<file path="src/rtl/cpu_pkg.sv">
// -----------------------------------------------------------------------------
// cpu_pkg
// Shared definitions for the CPU slice.
//   IMEM_ADDR_W    : word-address width of the instruction memory (2^11 words)
//   loader_state_t : control states of the program loader (imem_loader)
//   is_loading()   : true while the loader owns the instruction memory
// -----------------------------------------------------------------------------
package cpu_pkg;

    localparam int unsigned IMEM_ADDR_W = 11;

    typedef enum logic [2:0] {
        IDLE,
        LEN_LO,
        LEN_HI,
        DATA,
        DONE,
        ERR
    } loader_state_t;

    function automatic logic is_loading(input loader_state_t s);
        return (s == LEN_LO) || (s == LEN_HI) || (s == DATA);
    endfunction

endpackage

</file>
<file path="src/rtl/imem_loader.sv">
// -----------------------------------------------------------------------------
// imem_loader
// Fills the instruction memory from an 8-bit byte stream. The stream carries
// a little-endian 16-bit word count followed by the program bytes, packed
// little-endian into 32-bit words written to word addresses 0, 1, 2, ...
// While loading, the CPU is held via cpu_hold.
//
// Ports
//   clk, rst        : clock, synchronous active-high reset
//   start           : one-cycle pulse; begins a load from IDLE, DONE or ERR
//   in_data/in_valid: stream byte and its valid flag
//   in_ready        : loader accepts a byte (transfer = in_valid && in_ready)
//   mem_we          : one-cycle write strobe to the instruction memory
//   mem_addr        : word address of the write
//   mem_wdata       : word to write
//   busy, cpu_hold  : high while the header or payload is being received
//   done            : level, load completed
//   error           : level, header word count exceeds memory capacity
// -----------------------------------------------------------------------------
module imem_loader
    import cpu_pkg::*;
#(
    parameter int unsigned ADDR_W = IMEM_ADDR_W
) (
    input  logic              clk,
    input  logic              rst,
    input  logic              start,
    input  logic [7:0]        in_data,
    input  logic              in_valid,
    output logic              in_ready,
    output logic              mem_we,
    output logic [ADDR_W-1:0] mem_addr,
    output logic [31:0]       mem_wdata,
    output logic              busy,
    output logic              cpu_hold,
    output logic              done,
    output logic              error
);

    // Word counter must reach 2^ADDR_W, hence one extra bit.
    localparam int unsigned CNT_W = ADDR_W + 1;
    localparam logic [16:0] CAP   = 17'(1) << ADDR_W;

    loader_state_t     state_q, state_d;
    logic [15:0]       len_q, len_d;
    logic [CNT_W-1:0]  words_q, words_d;   // words whose 4th byte was accepted
    logic [1:0]        idx_q, idx_d;       // byte position within current word
    logic [23:0]       asm_q, asm_d;       // lower three bytes of current word
    logic              we_q, we_d;
    logic [ADDR_W-1:0] addr_q, addr_d;
    logic [31:0]       wdata_q, wdata_d;

    logic              words_left;
    logic              xfer;
    logic [15:0]       hdr_len;

    assign words_left = 32'(words_q) < 32'(len_q);

    // in_ready is a decode of registered state only, so xfer has no
    // combinational path from in_valid back to any output.
    assign in_ready  = (state_q == LEN_LO) || (state_q == LEN_HI) ||
                       ((state_q == DATA) && words_left);
    assign xfer      = in_valid && in_ready;
    assign hdr_len   = {in_data, len_q[7:0]};

    assign busy      = is_loading(state_q);
    assign cpu_hold  = busy;
    assign done      = (state_q == DONE);
    assign error     = (state_q == ERR);
    assign mem_we    = we_q;
    assign mem_addr  = addr_q;
    assign mem_wdata = wdata_q;

    always_comb begin
        state_d = state_q;
        len_d   = len_q;
        words_d = words_q;
        idx_d   = idx_q;
        asm_d   = asm_q;
        we_d    = 1'b0;
        addr_d  = addr_q;
        wdata_d = wdata_q;

        // Address advances at the edge that ends each write strobe.
        if (we_q) begin
            addr_d = addr_q + ADDR_W'(1);
        end

        case (state_q)
            IDLE, DONE, ERR: begin
                if (start) begin
                    state_d = LEN_LO;
                    words_d = '0;
                    idx_d   = '0;
                    addr_d  = '0;
                end
            end
            LEN_LO: begin
                if (xfer) begin
                    len_d[7:0] = in_data;
                    state_d    = LEN_HI;
                end
            end
            LEN_HI: begin
                if (xfer) begin
                    len_d = hdr_len;
                    if (hdr_len == 16'd0) begin
                        state_d = DONE;
                    end else if ({1'b0, hdr_len} > CAP) begin
                        state_d = ERR;
                    end else begin
                        state_d = DATA;
                    end
                end
            end
            DATA: begin
                if (xfer) begin
                    if (idx_q == 2'd3) begin
                        wdata_d = {in_data, asm_q};
                        we_d    = 1'b1;
                        idx_d   = '0;
                        words_d = words_q + CNT_W'(1);
                    end else begin
                        // Bytes enter at the top and shift down, so after
                        // three bytes asm holds {b2, b1, b0}.
                        asm_d = {in_data, asm_q[23:8]};
                        idx_d = idx_q + 2'd1;
                    end
                end else if (!words_left) begin
                    // Only reached in the write cycle of the final word.
                    state_d = DONE;
                end
            end
            default: state_d = IDLE;
        endcase
    end

    always_ff @(posedge clk) begin
        if (rst) begin
            state_q <= IDLE;
            len_q   <= '0;
            words_q <= '0;
            idx_q   <= '0;
            asm_q   <= '0;
            we_q    <= 1'b0;
            addr_q  <= '0;
            wdata_q <= '0;
        end else begin
            state_q <= state_d;
            len_q   <= len_d;
            words_q <= words_d;
            idx_q   <= idx_d;
            asm_q   <= asm_d;
            we_q    <= we_d;
            addr_q  <= addr_d;
            wdata_q <= wdata_d;
        end
    end

endmodule

</file>
<file path="config.mk">
export PLATFORM = sky130hd
export DESIGN_NAME = imem_loader
export DESIGN_NICKNAME = d
export VERILOG_FILES = /design/src/rtl/cpu_pkg.sv /design/src/rtl/imem_loader.sv
export SDC_FILE = /design/constraint.sdc
export NUM_CORES = 1
export LEC_CHECK = 0
export BUFFER_PORTS_ARGS = -buffer_cell sky130_fd_sc_hd__buf_2
export CAP_MARGIN = 20
export CORE_MARGIN = 2
export CORE_UTILIZATION = 40
export DETAILED_ROUTE_END_ITERATION = 8
export PLACE_DENSITY = 0.62
export SKIP_LAST_GASP = 1
export SLEW_MARGIN = 20
export SYNTH_ARGS = -nofsm -noshare
export SYNTH_HDL_FRONTEND = slang
export SYNTH_SLANG_ARGS = --single-unit
</file>
<file path="constraint.sdc">
create_clock -name clk -period 6.35 [get_ports clk]
set_clock_uncertainty 0.15 [all_clocks]
set_input_delay 0.635 -clock clk [delete_from_list [all_inputs] [get_ports clk]]
set_output_delay 0.635 -clock clk [all_outputs]
set_load 0.01 [all_outputs]
</file>
==> qor.log <==
INFO  placement      detailed_place_hpwl=7490um
INFO  timing         timing.fmax=299MHz
INFO  synth          async_set_or_reset_register_ratio_after_synthesis=0%
INFO  synth          synth_edf_count=0
INFO  placement      place.port_buffers=60
INFO  critical_path  rr_worst_depth=5
INFO  cts            cts.sink_count=101
INFO  synth          top_cells_by_area_synth=sky130_fd_sc_hd__dfxtp_1, sky130_fd_sc_hd__mux2i_1, sky130_fd_sc_hd__nand3_1
INFO  timing         timing.final.setup_violations=0
INFO  floorplan      die_h=110um
INFO  floorplan      rows=38
INFO  run_status     outcome=finished, final reports clean
INFO  floorplan      placeableCoreArea=10900um2
INFO  critical_path  timing.critical_path.fanout_max=8
INFO  cts            clk_pin_slew_worst_paths=0.07ns
INFO  synth          synth.yosys.seq_area_share=44.7%
INFO  floorplan      dieArea=12200um2
INFO  floorplan      start_util=41.3%
INFO  finish         area_growth_synth_to_finish=15.0%
INFO  synth          synth_ff_type=sky130_fd_sc_hd__dfxtp_1
INFO  critical_path  timing.rr.start=len_q[12]
INFO  finish         design_area=5200um2
INFO  timing         worst_slew_margin_rel=37.1%
INFO  routing        route.vias.total=3997
INFO  critical_path  worst_ep_arrival_time=2.56ns
INFO  critical_path  setup.worst_path.end_class=output port
INFO  timing         holdWs=0.307ns
INFO  synth          synthDistinctLibCells=50
INFO  grt            grt_start_max_net_pins=61
INFO  synth          synth_top_cell_area_share=44.7%
INFO  power          max-vdd-ir-drop=0.179mV
INFO  grt            groute.usage.overall=18.7%
INFO  grt            antenna_found_initial=0
INFO  power          cellLeakagePower=2.05nW
INFO  timing         worst_pin_slew=0.941ns
INFO  cts            tritoncts=yes
INFO  timing         min_period_over_period=52.7%
INFO  min_path       hp-class=register to register
INFO  grt            first_global_vias=3579
INFO  finish         layout_net_count=610
INFO  critical_path  reg2reg_setup_slack=3.27ns
INFO  routing        firstDrtPassIters=5
INFO  power          power_density=274nW/um2
INFO  job            max-cap-violations=0
INFO  min_path       min_delay_path_depth=2
INFO  cts            postCtsSetupRepairBufs=0
INFO  cts            cts-hold-fix-buffers=0
INFO  placement      globalplace.congestion=0.833
INFO  timing         setup_total_negative_slack=0ns
INFO  synth          most_repeated_cell_in_the_gate_level_netlist_after_synthesis=sky130_fd_sc_hd__dfxtp_1
INFO  critical_path  r2r_end=asm_q[0]
INFO  finish         fraction_of_layout_instances_using_a_drive_strength_above_1=15.4%
INFO  timing         rsz0062_at_grt=false
INFO  routing        vias_per_cell=5.48
INFO  finish         num_antenna_cells=0
INFO  routing        wire_per_inst=15.1um
INFO  synth          synth-seq-cells=101
INFO  routing        drt-total-wl=11000um
INFO  finish         layout.filler_cells=1077
INFO  cts            clkLatencyLatePin=0.35ns
INFO  cts            cts-root-to-sink-buffers=2
INFO  synth          yosys_warnings=0
INFO  floorplan      chipWidth=110um
INFO  finish         multi_input_area=2240um2
INFO  synth          top_cell_types_by_occurrence_after_synthesis=sky130_fd_sc_hd__dfxtp_1, sky130_fd_sc_hd__nand2_1, sky130_fd_sc_hd__nand3_1
INFO  routing        detailedRoute.firstIterationViolations=206
INFO  cts            post_cts_repair_resize_count=0
INFO  grt            gr-total-overflow=0
INFO  timing         hold_viol_final=0
INFO  synth          post_synthesis_net_count=570
INFO  synth          syn_area_per_cell=8.31um2
INFO  floorplan      floorplan.io_pins=61
INFO  finish         register_area=2020um2
INFO  critical_path  critPathLaunchType=register
INFO  placement      postPlaceCellArea=4880um2
INFO  critical_path  critPathKind=register to output port
INFO  synth          post-synth-top-area-cell=sky130_fd_sc_hd__dfxtp_1
INFO  timing         slew_violations=0
INFO  critical_path  critPathRequiredTime=5.56ns
INFO  cts            htreeDepth=3
INFO  min_path       hold_end=len_q[10]
INFO  timing         timing.final.crit_period=3.35ns
INFO  grt            wire_length_of_the_first_global_routing_pass=17800um
INFO  synth          mappedNetlistArea=4520um2
INFO  finish         final_core_util=47.5%
INFO  routing        detail_route.drc_violations=0
INFO  cts            clk_root_buffer_cell=sky130_fd_sc_hd__clkbuf_16
INFO  cts            cts_made_buffers=9
INFO  min_path       hold_path_startpoint=len_q[10]
INFO  synth          post_synth_inst_count=544
INFO  routing        antenna_left=0
-- stage by stage --
step                      worst slack (ns)  power [mW]  std cells
after floorplan                       3.39       0.810        544
after global placement                3.11       0.852        713
after detailed placement              2.95       0.856        713
after CTS                             2.93        1.43        729
after global routing                  2.87        1.48        729
final                                 3.00        1.43        729
-- logic make-up (layout without fill, tap and decap cells) --
family | after synthesis | after routing | synth area share [%]
XOR/XNOR | 11 | 11 | 2.13
AO/OA/AOI/OAI | 134 | 134 | 17.2
buffers and inverters | 61 | 106 | 5.73
multiplexers | 27 | 27 | 5.98
adder cells (fa/ha/maj) | 14 | 14 | 3.88
flip-flops | 101 | 101 | 44.7
AND/OR/NAND/NOR | 196 | 196 | 20.3
-- critical path, cell delays in order (launching register included) --
cell                      delay (ns)
sky130_fd_sc_hd__dfxtp_1        0.50
sky130_fd_sc_hd__ha_1           0.26
sky130_fd_sc_hd__o21ai_0        0.10
sky130_fd_sc_hd__nor3_1         0.57
sky130_fd_sc_hd__a31oi_1        0.34
sky130_fd_sc_hd__nand2_1        0.12
sky130_fd_sc_hd__o21ai_0        0.14
sky130_fd_sc_hd__buf_2          0.19
-- layout by cell type (no fill, tap or decap), types with 3 or more instances in the layout --
master                      instances
sky130_fd_sc_hd__dfxtp_1          101
sky130_fd_sc_hd__buf_2             60
sky130_fd_sc_hd__nor2_1            38
sky130_fd_sc_hd__or3_1              3
sky130_fd_sc_hd__nand3_1           54
sky130_fd_sc_hd__o211ai_1           7
sky130_fd_sc_hd__clkbuf_16          9
sky130_fd_sc_hd__nand2_1           61
sky130_fd_sc_hd__nand4_1            9
sky130_fd_sc_hd__mux2i_1           27
sky130_fd_sc_hd__nor4_1             3
sky130_fd_sc_hd__xor2_1             7
sky130_fd_sc_hd__ha_1              14
sky130_fd_sc_hd__buf_4              6
sky130_fd_sc_hd__nor3_1            11
sky130_fd_sc_hd__inv_1             24
sky130_fd_sc_hd__clkinv_4           3
sky130_fd_sc_hd__xnor2_1            4
sky130_fd_sc_hd__and3_1             4
sky130_fd_sc_hd__a21oi_1           53
sky130_fd_sc_hd__a31oi_1           16
sky130_fd_sc_hd__o21ai_0           41
-- cell type report --
type | instances | area share [%]
clock buffer | 10 | 4.60
sequential | 101 | 38.9
tap | 140 | 3.37
inverter | 24 | 1.73
timing repair buffer | 66 | 6.64
multi-input combinational | 382 | 43.2
clock inverter | 6 | 1.56
-- sequential cells by signal, summed over array words and instances, names as in the netlist --
register and flops:
len_q 16, state_q 3, mem_wdata 32, words_q 12, asm_q 24, idx_q 2, mem_we 1, mem_addr 11
-- per-layer routing --
metal / GRT usage, % / part of all wire, % / up-vias / wire length, um
met5: 0 / 0 / - / 0
met4: 8.04 / 2.0 / 0 / 225
met2: 29.3 / 45 / 97 / 4950
li1: - / - / 2020 / -
met3: 2.70 / 4.2 / 17 / 464
met1: 25.8 / 49 / 1863 / 5370
-- worst max-delay path by stage --
stage / from / end / depth (start not counted)
2_1_floorplan: len_q[11] / in_ready / 10
3_3_place_gp: len_q[15] / asm_q[14] / 5
3_5_place_dp: len_q[15] / asm_q[14] / 5
4_1_cts: len_q[15] / asm_q[0] / 5
5_1_grt: words_q[3] / in_ready / 7
6_report: words_q[3] / in_ready / 7
-- report_power, final --
group	leakage [nW]	switching (mW)	internal, mW
logic	1.08	0.118	0.0619
clock network	0.156	0.258	0.323
registers	0.814	0.0159	0.648
total	2.05	0.392	1.03
Power figures use the tool's default switching activity.
